## config.mk

```make
export PLATFORM = sky130hd
export DESIGN_NAME = led_step_sequencer
export DESIGN_NICKNAME = d
export VERILOG_FILES = /design/src/rtl/led_step_sequencer.sv
export SDC_FILE = /design/constraint.sdc
export NUM_CORES = 1
export LEC_CHECK = 0
export BUFFER_PORTS_ARGS = -buffer_cell sky130_fd_sc_hd__buf_4
export CORE_UTILIZATION = 40
export DETAILED_ROUTE_END_ITERATION = 8
export GPL_TIMING_DRIVEN = 0
export MAX_ROUTING_LAYER = met4
export PLACE_DENSITY = 0.71
export SLEW_MARGIN = 10
export SYNTH_ARGS = -nofsm -noshare
export SYNTH_HDL_FRONTEND = slang
export SYNTH_SLANG_ARGS = --single-unit
```

## constraint.sdc

```tcl
create_clock -name CLOCK_50 -period 5.45 [get_ports CLOCK_50]
set_input_delay 0.8175 -clock CLOCK_50 [delete_from_list [all_inputs] [get_ports CLOCK_50]]
set_output_delay 0.8175 -clock CLOCK_50 [all_outputs]
set_load 0.1 [all_outputs]
```

## src/rtl/led_step_sequencer.sv

```systemverilog
// Step sequencer fed by the LED blinker: every blink_in level change advances an
// 8-bit LED-bar pattern and a two-digit BCD count shown on two 7-segment digits.
module led_step_sequencer #(
   parameter int SYNC_STAGES = 2
) (
   input  logic       CLOCK_50,
   input  logic       reset,
   input  logic       blink_in,
   input  logic [1:0] mode,
   input  logic       pause,
   output logic [7:0] LEDR,
   output logic [6:0] HEX0,
   output logic [6:0] HEX1,
   output logic       tick
);

   localparam logic [1:0] MODE_WALK_L = 2'd0;
   localparam logic [1:0] MODE_WALK_R = 2'd1;
   localparam logic [1:0] MODE_PING   = 2'd2;
   localparam logic [1:0] MODE_COUNT  = 2'd3;

   typedef enum logic {LEFT, RIGHT} dir_t;

   function automatic logic [7:0] seed(input logic [1:0] m);
      return (m == MODE_COUNT) ? 8'h00 : 8'h01;
   endfunction

   function automatic logic [6:0] seg7(input logic [3:0] d);
      logic [6:0] s;
      case (d)
         4'd0:    s = 7'h40;
         4'd1:    s = 7'h79;
         4'd2:    s = 7'h24;
         4'd3:    s = 7'h30;
         4'd4:    s = 7'h19;
         4'd5:    s = 7'h12;
         4'd6:    s = 7'h02;
         4'd7:    s = 7'h78;
         4'd8:    s = 7'h00;
         4'd9:    s = 7'h10;
         default: s = 7'h7F;
      endcase
      return s;
   endfunction

   // Synchroniser chain plus one history flop behind it; the edge compares the
   // last synchronised sample with the one before, so the step lands SYNC_STAGES
   // edges after blink_in is first sampled.
   logic [SYNC_STAGES-1:0] sync_q;
   logic                   sync_last;
   logic                   blink_edge;

   always_ff @(posedge CLOCK_50) begin
      if (reset) begin
         sync_q    <= '0;
         sync_last <= 1'b0;
      end else begin
         sync_q    <= {sync_q[SYNC_STAGES-2:0], blink_in};
         sync_last <= sync_q[SYNC_STAGES-1];
      end
   end

   assign blink_edge = sync_q[SYNC_STAGES-1] ^ sync_last;

   logic [1:0] mode_q;
   logic       mode_change;
   logic       step;

   assign mode_change = (mode != mode_q);
   assign step        = blink_edge & ~pause & ~mode_change;

   dir_t       dir;
   dir_t       dir_nxt;
   logic [7:0] led_nxt;

   always_comb begin
      led_nxt = LEDR;
      dir_nxt = dir;
      case (mode)
         MODE_WALK_L: led_nxt = {LEDR[6:0], LEDR[7]};
         MODE_WALK_R: led_nxt = {LEDR[0], LEDR[7:1]};
         MODE_PING: begin
            if (dir == LEFT) begin
               if (LEDR == 8'h80) begin
                  led_nxt = 8'h40;
                  dir_nxt = RIGHT;
               end else begin
                  led_nxt = LEDR << 1;
               end
            end else begin
               if (LEDR == 8'h01) begin
                  led_nxt = 8'h02;
                  dir_nxt = LEFT;
               end else begin
                  led_nxt = LEDR >> 1;
               end
            end
         end
         default: led_nxt = LEDR + 8'd1;
      endcase
   end

   logic [3:0] ones, tens;
   logic [3:0] ones_nxt, tens_nxt;

   always_comb begin
      ones_nxt = ones + 4'd1;
      tens_nxt = tens;
      if (ones == 4'd9) begin
         ones_nxt = 4'd0;
         tens_nxt = (tens == 4'd9) ? 4'd0 : tens + 4'd1;
      end
   end

   // A mode change wins over a coincident edge: that edge is dropped, not deferred.
   always_ff @(posedge CLOCK_50) begin
      if (reset) begin
         mode_q <= mode;
         LEDR   <= seed(mode);
         dir    <= LEFT;
         ones   <= 4'd0;
         tens   <= 4'd0;
         HEX0   <= 7'h40;
         HEX1   <= 7'h40;
         tick   <= 1'b0;
      end else begin
         mode_q <= mode;
         tick   <= step;
         HEX0   <= seg7(ones);
         HEX1   <= seg7(tens);
         if (mode_change) begin
            LEDR <= seed(mode);
            dir  <= LEFT;
         end else if (step) begin
            LEDR <= led_nxt;
            dir  <= dir_nxt;
         end
         if (step) begin
            ones <= ones_nxt;
            tens <= tens_nxt;
         end
      end
   end

endmodule

```

## Word level (Yosys, flattened, before mapping)

Memory sizes are Yosys's and may differ from the RTL's. A register that Yosys moved wholly into a read port is not among the register bits.
Index checks and enable logic that the tools add are counted.

| storage, ports and cells | value |
|---|---|
| logic and storage cells | 44 |
| ROM bits | 224 |
| input bits | 6 |
| memories kept | 2 |
| output and inout port bits | 23 |
| flip-flop bits (word level) | 23 |

| cells by class | value |
|---|---|
| bitwise gates (word level) | 5 |
| reduce and logical (&&, ||, !) cells | 5 |
| multiplexer cells | 13 |
| equal/unequal tests | 8 |
| add/subtract/negate cells | 3 |

Memory list:

| name | words | width | rd ports | clocked after Yosys merged registers in | wr ports | RTL line | RTL |
|---|---|---|---|---|---|---|---|
| (name not given) | 16 | 7 | 1 | 1 | 0 | 30 | `case (d)` |
| (name not given) | 16 | 7 | 1 | 1 | 0 | 30 |  |

Operators by type and width:

| cell | count |
|---|---|
| $mux W8 | 5 |
| $pmux W8 S3 | 1 |
| $add A4 B1 Y4 const B | 2 |
| $add A8 B1 Y8 const B | 1 |
| $eq A4 B4 Y1 const B | 2 |
| $eq A8 B1 Y1 const B | 1 |
| $eq A8 B8 Y1 const B | 1 |
| $mux W4 | 2 |
| $mux W7 | 1 |
| $eq A2 B2 Y1 const B | 2 |
| $mux W1 | 4 |
| $reduce_and A2 Y1 | 2 |
| $reduce_bool A3 Y1 | 1 |
| $and A1 B1 Y1 | 2 |
| $eq A2 B1 Y1 const B | 1 |
| $logic_not A2 Y1 | 1 |
| $ne A2 B2 Y1 | 1 |
| $not A1 Y1 | 2 |
| $reduce_or A2 Y1 | 1 |
| $xor A1 B1 Y1 | 1 |

## Longest topological paths before layout

Gate-level depths: netlist (run 1).

| depth | value |
|---|---|
| word-level depth | 7 |
| depth in mapped cells | 6 |
| depth with buffers taken out | 6 |

## Worst setup path after synthesis (run 1)

OpenSTA, ideal clock, no wires.

| timing | value |
|---|---|
| kind | register -> register |
| start point | reg LEDR[4] |
| end point | reg LEDR[1] (data pin) |
| stages on the path, launching flop included | 6 |
| library setup time | 269 ps |
| clock period less this slack | 2,350 ps |
| path slack | 3,100 ps |
| buffers on the path | 1 |
| data arrival time | 2,081 ps |
| required time | 5,181 ps |
| path through | edfxtp_1 -> buf_2 -> or4_4 -> nor3_1 -> o221a_2 -> a211oi_1 |

| on the way | value |
|---|---|
| word-level cells in the longest chain between the ends | 7 |
| elaborated cells between the ends (all ways) | 9 |
| classes of those cells | eq/ne: 2; mux: 7 |

Ends and longest elaborated chain:

| item | RTL line | RTL |
|---|---|---|
| from (decl) | 11 | `output logic [7:0] LEDR,` |
| from (signal assigned) | 119 | `LEDR <= seed(mode);` |
| from (signal assigned) | 132 | `LEDR <= seed(mode);` |
| from (signal assigned) | 135 | `LEDR <= led_nxt;` |
| $eq A8 B8 Y1 or $eq A8 B1 Y1 (tied branches) | 84, 91 |  |
| $mux W8 or $mux W7 (tied branches) | 84, 91 |  |
| $mux W8 * | 83 | `if (dir == LEFT) begin` |
| $pmux W8 S3 * | 79 | `case (mode)` |
| $mux W8 * | 134 | `end else if (step) begin` |
| $mux W8 * | 131 | `if (mode_change) begin` |
| $mux W8 * | 117 | `if (reset) begin` |

Every way passes the cells marked *; elsewhere a longest branch is shown, timed or not. The select of a mux whose other input is x is not followed.
A chain may end at the register's enable or synchronous reset.

## Final worst setup path (run 1)

| timing | value |
|---|---|
| start point | in mode[1] |
| end point | reg LEDR[3] (enable) |

| on the way | value |
|---|---|
| word-level cells in the longest chain between the ends | 4 |

Ends and longest elaborated chain:

| item | RTL line | RTL |
|---|---|---|
| from (decl) | 9 | `input logic [1:0] mode,` |
| $ne A2 B2 Y1 * | 69 | `assign mode_change = (mode != mode_q);` |
| $not A1 Y1 | 70 | `assign step = blink_edge & ~pause & ~mode_change;` |
| $and A1 B1 Y1 | 70 |  |
| $reduce_bool A3 Y1 (no line) * | n/a |  |

Every way passes the cells marked *; elsewhere a longest branch is shown, timed or not.

==> results of run 1 <==
area by class of cell:
cell class,count,area (µm²),share of cell area (%)
timing repair buffer,28,210.2,8.400
sequential,37,820.8,32.80
clock buffer,5,68.82,2.750
multi-input combinational,169,1192,47.65
clock inverter,3,16.27,0.6500
buffer,13,61.31,2.450
inverter,12,45.04,1.800
tap,70,87.58,3.500
per-layer routing:
layer | up-vias | global-route usage (%) | wire length, µm | part of all wire, %
met2 | 48 | 28.73 | 2093 | 47
met3 | 7 | 4.284 | 229 | 5.2
met4 | 0 | 7.128 | 55 | 1.2
li1 | 902 | - | - | -
met5 | - | - | 0 | 0
met1 | 843 | 22.56 | 2066 | 46
per-stage QoR:
stage | std cells | hold slack, ps
after floorplan | 231 | 413.8
after global placement | 329 | 417.0
after detailed placement | 329 | 442.9
after CTS | 337 | 461.7
after global routing | 337 | 475.5
final | 337 | 457.7
power by group:
part	internal (mW)	switching, mW
registers	0.289	0.0107
clock network	0.0886	0.0988
logic	0.0352	0.0872
total	0.412	0.197
cells by family after synthesis:
kind of cell	count (synthesis)	synth area share, %
AOI/OAI and AO/OA	61	19.89
xor gates and xnor gates	10	5.018
adders and majority gates	13	7.674
buffers and inverters	25	5.018
DFF	37	38.73
muxes	8	3.955
and+or+nand+nor	77	19.72
state kept, by name (all words and copies together) (netlist names):
signal and count:
dir 1, tick 1, mode_q 2, sync_q 2
sync_last 1, ones 4, LEDR 8, tens 4
HEX0 7, HEX1 7
worst max-delay path by stage:
stage | start | cells past startpoint | endpoint
floorplan | LEDR[4]$_SDFFCE_PP0P_ | 5 | LEDR[1]$_SDFFCE_PP0P_
global placement | mode[1] | 5 | LEDR[6]$_SDFFCE_PP0P_
detailed placement | mode[1] | 5 | LEDR[4]$_SDFFCE_PP0P_
CTS | mode[1] | 5 | LEDR[3]$_SDFFCE_PP0P_
global route | mode[1] | 5 | LEDR[5]$_SDFFCE_PP0P_
finish | mode[1] | 5 | LEDR[3]$_SDFFCE_PP0P_
cell usage in the layout (no fill, tap or decap), drive strengths merged, types with 3 or more instances in the layout:
cell type  count
nor2b          6
nor4           4
nor2          19
o21a           4
a21oi         17
nand2b         5
mux2i          5
dfxtp         29
a31oi          3
xor2           4
buf           33
edfxtp         8
nor3          10
a211oi         5
mux2           3
inv           13
ha            13
or4            3
o21ai          8
xnor2          6
nand2         19
clkbuf        13
worst max-delay path, delay by kind of cell:
family          cells  cell delay (ps)
compound gates      1              500
xor+xnor            1              210
buf+inv             2              250
simple gates        1              630
cells in the mapped netlist, drive strengths merged, types with 3 or more instances:
cell,instances
dfxtp,29
nand2,19
nor2,19
a21oi,17
ha,13
inv,12
nor3,10
clkbuf,8
edfxtp,8
o21ai,8
nor2b,6
xnor2,6
a211oi,5
buf,5
mux2i,5
nand2b,5
nor4,4
o21a,4
xor2,4
a31oi,3
mux2,3
or4,3
==> summary.txt, run 1 <==
Final layout
  – Number of fill cells: approximately 500
  – Antenna fix cells: 0
  – Layout Utilization: 49.00%
  – Share of post-route cells with drive strength above 1: 19.10%
  – Area delta synth->final: 18.06%
  – # nets final: between 200 and 300
  – Post-route cell area: 0.002502 mm²

Worst setup path
  – Worst reg-to-reg path cell count: 3
  – Worst-path cell chain: buf_4 > buf_6 > xor2_4 > nor3_1 > o21ai_1
  – Crit path largest cell delay: 630 ps
  – Worst reg-to-reg setup slack: 3380 ps
  – Crit Path Class: input pin to register
  – Worst r2r src: mode_q[0]$_DFF_P_
  – Crit path required time: 5370 ps
  – Slowest-stage cell, CP: nor3_1
  – Critical path fanouts, max: 8
  – Crit path capture type: register
  – Startpoint Class: input pin
  – R2r endpoint: LEDR[3]$_SDFFCE_PP0P_
  – Worst path arrival time: around 2400 ps

Die
  – Die width: 74.80 µm
  – # rows: 26
  – Total Die Area: 0.005594 mm²
  – Ports: 29
  – Core area: a little over 0.005 mm²
  – Die Ht: 74.80 µm
  – Initial Util: about two fifths

Clock tree
  – Post-CTS Resized: 0
  – Post-CTS Setup Bufs: 0
  – Clock buffer depth: 2
  – CTS tree: yes
  – Clk sinks: 37
  – Worst-path clk slew: 80 ps
  – H-tree lvl count: 2
  – Worst-Skew Late Latency: 290 ps
  – Root buffer cell: clkbuf_8
  – CTS Buf Count: 5
  – Hold_buf cts: 0

Flow run
  – Max Cap Viol: 0

Route
  – DRT iter0 DRCs: 147
  – Pre-antenna DRT Iters: 4
  – Drt wl/cell: 13.19 µm
  – Antenna Nets Post-Route: 0
  – DRC Markers: 0
  – Vias per inst: 5.341
  – WL final: 4445 µm
  – Vias: between 1500 and 2000

Synth
  – Netlist cell types: 53
  – YS warnings: 0
  – Post-synth top area share: 27.39%
  – Seq/Total Area, Yosys: about two fifths
  – Synth Register Bits: 37
  – Dominant synthesized flop cell: dfxtp_1
  – EDFF count, synth: 8
  – Syn nets: 250
  – Synthesized area: 0.002120 mm²
  – Cell count after synthesis: 231
  – Async set-reset flop share out of synthesis: 0%
  – Synth area leader: dfxtp_1
  – Post-Syn Area per Cell: 9.175 µm²
  – Main area contributors after synthesis: dfxtp_1, edfxtp_1, ha_1

Power
  – Worst vdd ir: 0.1420 mV
  – Static Leak: 0.9720 nW
  – Pwr dens: ~240 mW/mm²
  – Power Total: around 0.61 mW

Timing
  – Final Setup Violations: 0
  – Setup Skew: 6.509 ps
  – Worst setup margin: 2956 ps
  – Total Neg Setup Slack: 0 ps
  – Worst slew pin tran: around 800 ps
  – Final hold vios: 0
  – RSZ-0062 raised after global routing: no
  – Rel. slew slack: 45.46%
  – Final slew viol count: 0
  – Final worst path period share: 45.77%
  – Peak Freq: between 0.4 and 0.5 GHz
  – Minimum clock period: 2494 ps

GRT
  – Largest net degree at the start of global routing: 13
  – First-pass GRT wire length: 7617 µm
  – Overall routing resource usage: 18.23%
  – Remaining Overflow, GRT: 0
  – Initial antenna violation count: 0
  – Vias in the first global route: approximately 1700

Place
  – I/O Buffers: 28
  – Post-DP HPWL: 3153 µm
  – Dpl ws: 2378 ps
  – Gpl congestion: 0.9176
  – Placed cell area: 0.002417 mm²

Hold path
  – Hold Path Origin: sync_q[0]$_SDFF_PP0_
  – Hold WC Path Type: register to register
  – Hold Path Cell Cnt: 1
  – Hold endpoint: sync_q[1]$_SDFF_PP0_

Status
  – Outcome: completed
No activity file was read; power rests on OpenSTA's default activity.
==> run 2: changes to the inputs <==
--- a/config.mk
+++ b/config.mk
@@ -10,7 +10,7 @@
 export DETAILED_ROUTE_END_ITERATION = 8
 export GPL_TIMING_DRIVEN = 0
 export MAX_ROUTING_LAYER = met4
-export PLACE_DENSITY = 0.71
+export PLACE_DENSITY = 0.73
 export SLEW_MARGIN = 10
 export SYNTH_ARGS = -nofsm -noshare
 export SYNTH_HDL_FRONTEND = slang
==> constraint.sdc (replaced) <==
create_clock -name CLOCK_50 -period 2.2 [get_ports CLOCK_50]
set_input_delay 0.33 -clock CLOCK_50 [delete_from_list [all_inputs] [get_ports CLOCK_50]]
set_output_delay 0.33 -clock CLOCK_50 [all_outputs]
set_load 0.1 [all_outputs]
==> run 2 against run 1 <==
Via count rose by 2.2%. Highest routed layer unchanged. Largest power group unchanged. Clock skew rose by 1.1 ps. Sequential cell count did not move. Largest cell class unchanged. Worst hold slack got worse by 300 ps.
==> summary.txt, run 2 (synthesized netlist as in run 1, its figures left out) <==
Status
  – Outcome: completed

Power
  – Pwr dens: 597.4 mW/mm² (+150%)
  – Power Total: 1.526 mW (+150%)
  – Worst vdd ir: 0.2739 mV (+93%)
  – Static Leak: 0.9746 nW (+0.27%)

GRT
  – Overall routing resource usage: 18.43% (+0.20 points)
  – Initial antenna violation count: 0 (unchanged)
  – First-pass GRT wire length: 7679 µm (+0.81%)
  – Remaining Overflow, GRT: 0 (unchanged)
  – Largest net degree at the start of global routing: 12 (-1)
  – Vias in the first global route: 1688 (+1.7%)

Hold path
  – Hold Path Origin: mode[1]
  – Hold WC Path Type: input pin to register

Final layout
  – Top Registers: LEDR (8), HEX0 (7), HEX1 (7)
  – Share of post-route cells with drive strength above 1: 22.10% (+3.0 points)
  – Most frequent cells in the layout: dfxtp_1, buf_4, nor2_1
  – Area delta synth->final: 20.48%
  – Post-route cell area: 0.002554 mm² (+2.1%)
  – # nets final: 285 (unchanged)
  – Most common cell after layout, fill and taps aside: dfxtp_1
  – Biggest register: LEDR
  – Layout Utilization: 50.00% (+1.0 points)
  – Largest register FFs: 8 (unchanged)
  – Antenna fix cells: 0 (unchanged)

Place
  – Gpl congestion: 0.8924 (-2.7%)
  – Placed cell area: 0.002466 mm² (+2.0%)
  – Post-DP HPWL: 3205 µm (+1.7%)
  – I/O Buffers: 28 (unchanged)

Die
  – # rows: 26 (unchanged)
  – Core area: 0.005107 mm² (unchanged)
  – Ports: 29 (unchanged)
  – Initial Util: 41.50% (unchanged)
  – Total Die Area: 0.005594 mm² (unchanged)
  – Die Ht: 74.80 µm (unchanged)
  – Die width: 74.80 µm (unchanged)

Route
  – DRT iter0 DRCs: 171 (+16%)
  – DRC Markers: 0 (unchanged)
  – Pre-antenna DRT Iters: 4 (unchanged)
  – Antenna Nets Post-Route: 0 (unchanged)
  – Vias: 1840 (+2.2%)
  – Vias per inst: 5.460 (+2.2%)
  – WL final: 4475 µm (+0.67%)
  – Drt wl/cell: 13.28 µm (+0.67%)

Clock tree
  – Worst-path clk slew: 80 ps (about the same)
  – Root buffer cell: clkbuf_8
  – Worst-Skew Late Latency: 290 ps (about the same)
  – CTS Buf Count: 5 (unchanged)
  – Clk sinks: 37 (unchanged)
  – H-tree lvl count: 2 (unchanged)
  – CTS tree: yes
  – Clock buffer depth: 2 (unchanged)
  – Post-CTS Setup Bufs: 0 (unchanged)
  – Hold_buf cts: 0 (unchanged)

Worst setup path
  – Crit path capture type: register
  – CP Launch Point: mode_q[0]$_DFF_P_
  – Crit path required time: 2120 ps (-3250 ps)
  – Worst path arrival time: 1890 ps (-520 ps)
  – Worst r2r src: mode_q[0]$_DFF_P_
  – Critical path fanouts, max: 8 (unchanged)
  – Startpoint Class: register
  – Crit Path Class: register to register

Timing
  – Rel. slew slack: 48.43% (+3.0 points)
  – Final hold vios: 0 (unchanged)
  – Minimum clock period: 1977 ps
  – Setup Skew: 7.613 ps (+1.104 ps)
  – Worst slew pin tran: 768.3 ps (-44.35 ps)
  – RSZ-0062 raised after global routing: no
  – Final Setup Violations: 0 (unchanged)
  – Final worst path period share: 89.84%
  – Peak Freq: around 0.5 GHz
  – Final slew viol count: 0 (unchanged)

Flow run
  – Max Cap Viol: 0 (unchanged)
run 2: report_power, final:
| part | switching [mW] | total [mW] | internal (mW) |
|---|---|---|---|
| registers | 0.0292 | 0.744 | 0.715 |
| clock network | 0.245 | 0.465 | 0.220 |
| logic | 0.222 | 0.317 | 0.0945 |
| total | 0.496 | 1.53 | 1.03 |
run 2: metal layers:
metal,share of wire [%],vias up,wire (µm),global-route usage [%]
li1,-,904,-,-
met1,45,873,1995,23.05
met2,49,52,2187,29.73
met3,4.6,11,204,3.614
met4,2.0,0,88,6.289
met5,0,-,0,-
run 2: critical path: stages (launching register included):
cell and delay (ps):
dfxtp_1 330, xor2_1 590, nor3_2 200, o21ai_1 470
run 2: per-stage QoR:
step / cells / setup WS (ps) / setup TNS [ps] / hold slack (ps)
after floorplan: 231 / -34.60 / -49.66 / 357.7
after global placement: 329 / -391.2 / -3128 / 415.9
after detailed placement: 329 / -304.2 / -2431 / 426.8
after CTS: 337 / 159.9 / 0 / 151.3
after global routing: 337 / 57.80 / 0 / 144.6
final: 337 / 223.5 / 0 / 161.1
run 2: final timing paths:
check / cells after the start / slack (ps) / to
setup / recovery: 3 / 220 / LEDR[6]$_SDFFCE_PP0P_
hold / removal: 1 / 160 / mode_q[1]$_DFF_P_
setup reg to reg: 3 / 220 / LEDR[6]$_SDFFCE_PP0P_
hold reg to reg: 1 / 450 / sync_q[1]$_SDFF_PP0_
run 2: cell type report:
cell class,instances,area (µm²)
repair buffers,28,210.2
fillers,496,2554
clock inverters,2,10.01
clock buffers,6,72.57
multi-input cells,169,1234
flip-flops and latches,37,820.8
inverters,12,45.04
well taps,70,87.58
plain buffers,13,73.82
run 2: repair_timing:
action / 4_1_cts / 5_1_grt
pin swaps: 0 / 0
endpoints found under the setup margin: 8 / 8
resized for setup: 1 / 1
==> run 3: changes to the inputs <==
--- a/config.mk
+++ b/config.mk
@@ -6,11 +6,13 @@
 export NUM_CORES = 1
 export LEC_CHECK = 0
 export BUFFER_PORTS_ARGS = -buffer_cell sky130_fd_sc_hd__buf_4
-export CORE_UTILIZATION = 40
+export CELL_PAD_IN_SITES_DETAIL_PLACEMENT = 0
+export CELL_PAD_IN_SITES_GLOBAL_PLACEMENT = 1
+export CORE_UTILIZATION = 39
 export DETAILED_ROUTE_END_ITERATION = 8
 export GPL_TIMING_DRIVEN = 0
 export MAX_ROUTING_LAYER = met4
-export PLACE_DENSITY = 0.73
+export PLACE_DENSITY = 0.87
 export SLEW_MARGIN = 10
 export SYNTH_ARGS = -nofsm -noshare
 export SYNTH_HDL_FRONTEND = slang
==> run 3 against run 2 <==
Critical endpoint unchanged. Core utilization hardly changed. Sequential cell count did not move. Register-to-register slack got worse by 20 ps. Final area rose by 1.2%. Die area up 2.5%. Final cell count did not move. Largest power group unchanged. First-iteration DRC count shrank 12%. Maximum frequency decreased by 1.1%. Global-route usage fell by 0.76 points. Power up 7.1%. Worst setup slack got worse by 22 ps.
==> summary.txt, run 3 (synthesized netlist as in run 1, its figures left out) <==
Status
  – Outcome: completed

Die
  – Die width: 75.72 µm (+1.2%)
  – # rows: 26 (unchanged)
  – Initial Util: 40.98% (-0.52 points)
  – Ports: 29 (unchanged)
  – Total Die Area: 0.005734 mm² (+2.5%)
  – Core area: 0.005172 mm² (+1.3%)
  – Die Ht: 75.72 µm (+1.2%)

Final layout
  – Most common cell after layout, fill and taps aside: dfxtp_1
  – Top Registers: LEDR (8), HEX0 (7), HEX1 (7)
  – Post-route cell area: 0.002585 mm² (+1.2%)
  – Biggest register: LEDR
  – Share of post-route cells with drive strength above 1: 22.47% (+0.37 points)
  – # nets final: 285 (unchanged)
  – Most frequent cells in the layout: dfxtp_1, buf_4, nor2_1
  – Largest register FFs: 8 (unchanged)
  – Area of the multi-input gates: 0.001234 mm² (unchanged)
  – Register area: 820.8 µm² (unchanged)
  – Antenna fix cells: 0 (unchanged)
  – Area delta synth->final: 21.96%
  – Number of fill cells: 489 (-1.4%)

Route
  – Drt wl/cell: 13.73 µm (+3.4%)
  – Vias per inst: 5.433 (-0.49%)
  – DRT iter0 DRCs: 151 (-12%)
  – Antenna Nets Post-Route: 0 (unchanged)
  – Pre-antenna DRT Iters: 5 (+1)
  – Vias: 1831 (-0.49%)
  – DRC Markers: 0 (unchanged)
  – WL final: 4628 µm (+3.4%)

Clock tree
  – H-tree lvl count: 2 (unchanged)
  – CTS tree: yes
  – Worst-Skew Late Latency: 290 ps (about the same)
  – Post-CTS Setup Bufs: 0 (unchanged)
  – Worst-path clk slew: 70 ps (about the same)
  – Clock buffer depth: 2 (unchanged)
  – Hold_buf cts: 0 (unchanged)
  – Root buffer cell: clkbuf_8
  – Clk sinks: 37 (unchanged)
  – CTS Buf Count: 5 (unchanged)

Timing
  – Total Neg Setup Slack: 0 ps (unchanged)
  – Setup Skew: 7.759 ps (+0.1458 ps)
  – Worst setup margin: 201.3 ps (-22.20 ps)
  – Final worst path period share: 90.85% (+1.0 points)
  – Peak Freq: 0.5003 GHz (-1.1%)
  – Final hold vios: 0 (unchanged)
  – Worst slew pin tran: 804.5 ps (+36.20 ps)
  – Minimum clock period: 1999 ps (+22.20 ps)
  – Fin Hold WS: 167.6 ps (+6.420 ps)
  – Final slew viol count: 0 (unchanged)
  – Rel. slew slack: 46.00% (-2.4 points)
  – RSZ-0062 raised after global routing: no
  – Final Setup Violations: 0 (unchanged)

Hold path
  – Hold WC Path Type: input pin to register
  – Hold Path Origin: mode[0]
  – Hold endpoint: mode_q[0]$_DFF_P_
  – Hold Path Cell Cnt: 1 (unchanged)

Worst setup path
  – Crit path capture type: register
  – Worst path arrival time: 1910 ps (+20 ps)
  – Critical path fanouts, max: 8 (unchanged)
  – Worst reg-to-reg path cell count: 3 (unchanged)
  – Worst reg-to-reg setup slack: 200 ps (-20 ps)
  – Startpoint Class: register
  – R2r endpoint: LEDR[6]$_SDFFCE_PP0P_
  – Crit path required time: 2110 ps (about the same)
  – Worst r2r src: mode_q[0]$_DFF_P_
  – Crit Path Class: register to register

Power
  – Pwr dens: 632.3 mW/mm² (+5.8%)
  – Power Total: 1.634 mW (+7.1%)
  – Worst vdd ir: 0.3412 mV (+25%)
  – Power share of the combinational group: 19.6% (-1.2 points)
  – P_int: 1.135 mW (+10%)
  – Clock power frac: 35.0% (+4.5 points)
  – Switch share: 30.56% (-2.0 points)
  – Flop pwr share: 45.5% (-3.3 points)
  – Static Leak: 0.9896 nW (+1.5%)
  – Net Switching: 0.4995 mW (+0.64%)

GRT
  – Vias in the first global route: 1546 (-8.4%)
  – Largest net degree at the start of global routing: 13 (+1)
  – First-pass GRT wire length: 7493 µm (-2.4%)
  – Initial antenna violation count: 0 (unchanged)
  – Remaining Overflow, GRT: 0 (unchanged)
  – Overall routing resource usage: 17.68% (-0.76 points)

Flow run
  – Max Cap Viol: 0 (unchanged)

Place
  – Dpl ws: -394.0 ps (-89.82 ps)
  – Placed cell area: 0.002466 mm² (unchanged)
  – I/O Buffers: 28 (unchanged)
  – Post-DP HPWL: 3268 µm (+2.0%)
  – Gpl congestion: 0.9030 (+1.2%)
## run 3: repair_timing
action,CTS,global route
pin swaps,0,0
gates resized for setup,1,1
setup endpoints to repair,8,8
hold endpoints to repair,0,0
gates cloned,0,0
## run 3: worst max path at each step
stage                          start               endpoint  slack [ps]  cells past startpoint
4_1_cts            mode_q[1]$_DFF_P_  LEDR[7]$_SDFFCE_PP0P_          80                      3
2_1_floorplan  LEDR[3]$_SDFFCE_PP0P_  LEDR[1]$_SDFFCE_PP0P_         -30                      4
5_1_grt            mode_q[0]$_DFF_P_  LEDR[1]$_SDFFCE_PP0P_          50                      3
3_3_place_gp                 mode[1]  LEDR[5]$_SDFFCE_PP0P_        -390                      5
6_report           mode_q[0]$_DFF_P_  LEDR[6]$_SDFFCE_PP0P_         200                      3
3_5_place_dp                 mode[1]  LEDR[5]$_SDFFCE_PP0P_        -390                      5
## run 3: critical path, stage by stage, from the launching register on
cell	delay, ps
dfxtp_1	330
xor2_1	590
nor3_2	210
o21ai_1	500
## run 3: power groups by stage
stage	logic [mW]	clock network, mW	registers, mW
after global placement	0.316	0	0.758
after global routing	0.340	0.627	0.747
final	0.320	0.571	0.743
after floorplan	0.142	0	0.862
after CTS	0.318	0.590	0.744
after detailed placement	0.316	0	0.759
## run 3: layout make-up
cell class                 instances  share of cell area, %
clock buffer                       7                  4.163
inverter                          12                  1.742
buffer                            13                  2.856
tap                               70                  3.388
clock inverter                     1                 0.2420
multi-input combinational        169                  47.72
sequential                        37                  31.75
timing repair buffer              28                  8.132
## run 3: per-layer routing
layer / vias up / routed length (µm) / part of all wire [%] / global-route usage (%)
met3: 5 / 222 / 4.8 / 3.968
met2: 59 / 2241 / 48 / 27.08
li1: 904 / - / - / -
met1: 863 / 2127 / 46 / 23.16
met4: 0 / 36 / 0.78 / 5.556
met5: - / 0 / 0 / -
## run 3: metrics by stage
step,utilization [%],std cells
floorplan,-,231
global placement,47.68,329
detailed placement,47.68,329
CTS,49.88,337
global route,49.98,337
finish,49.98,337
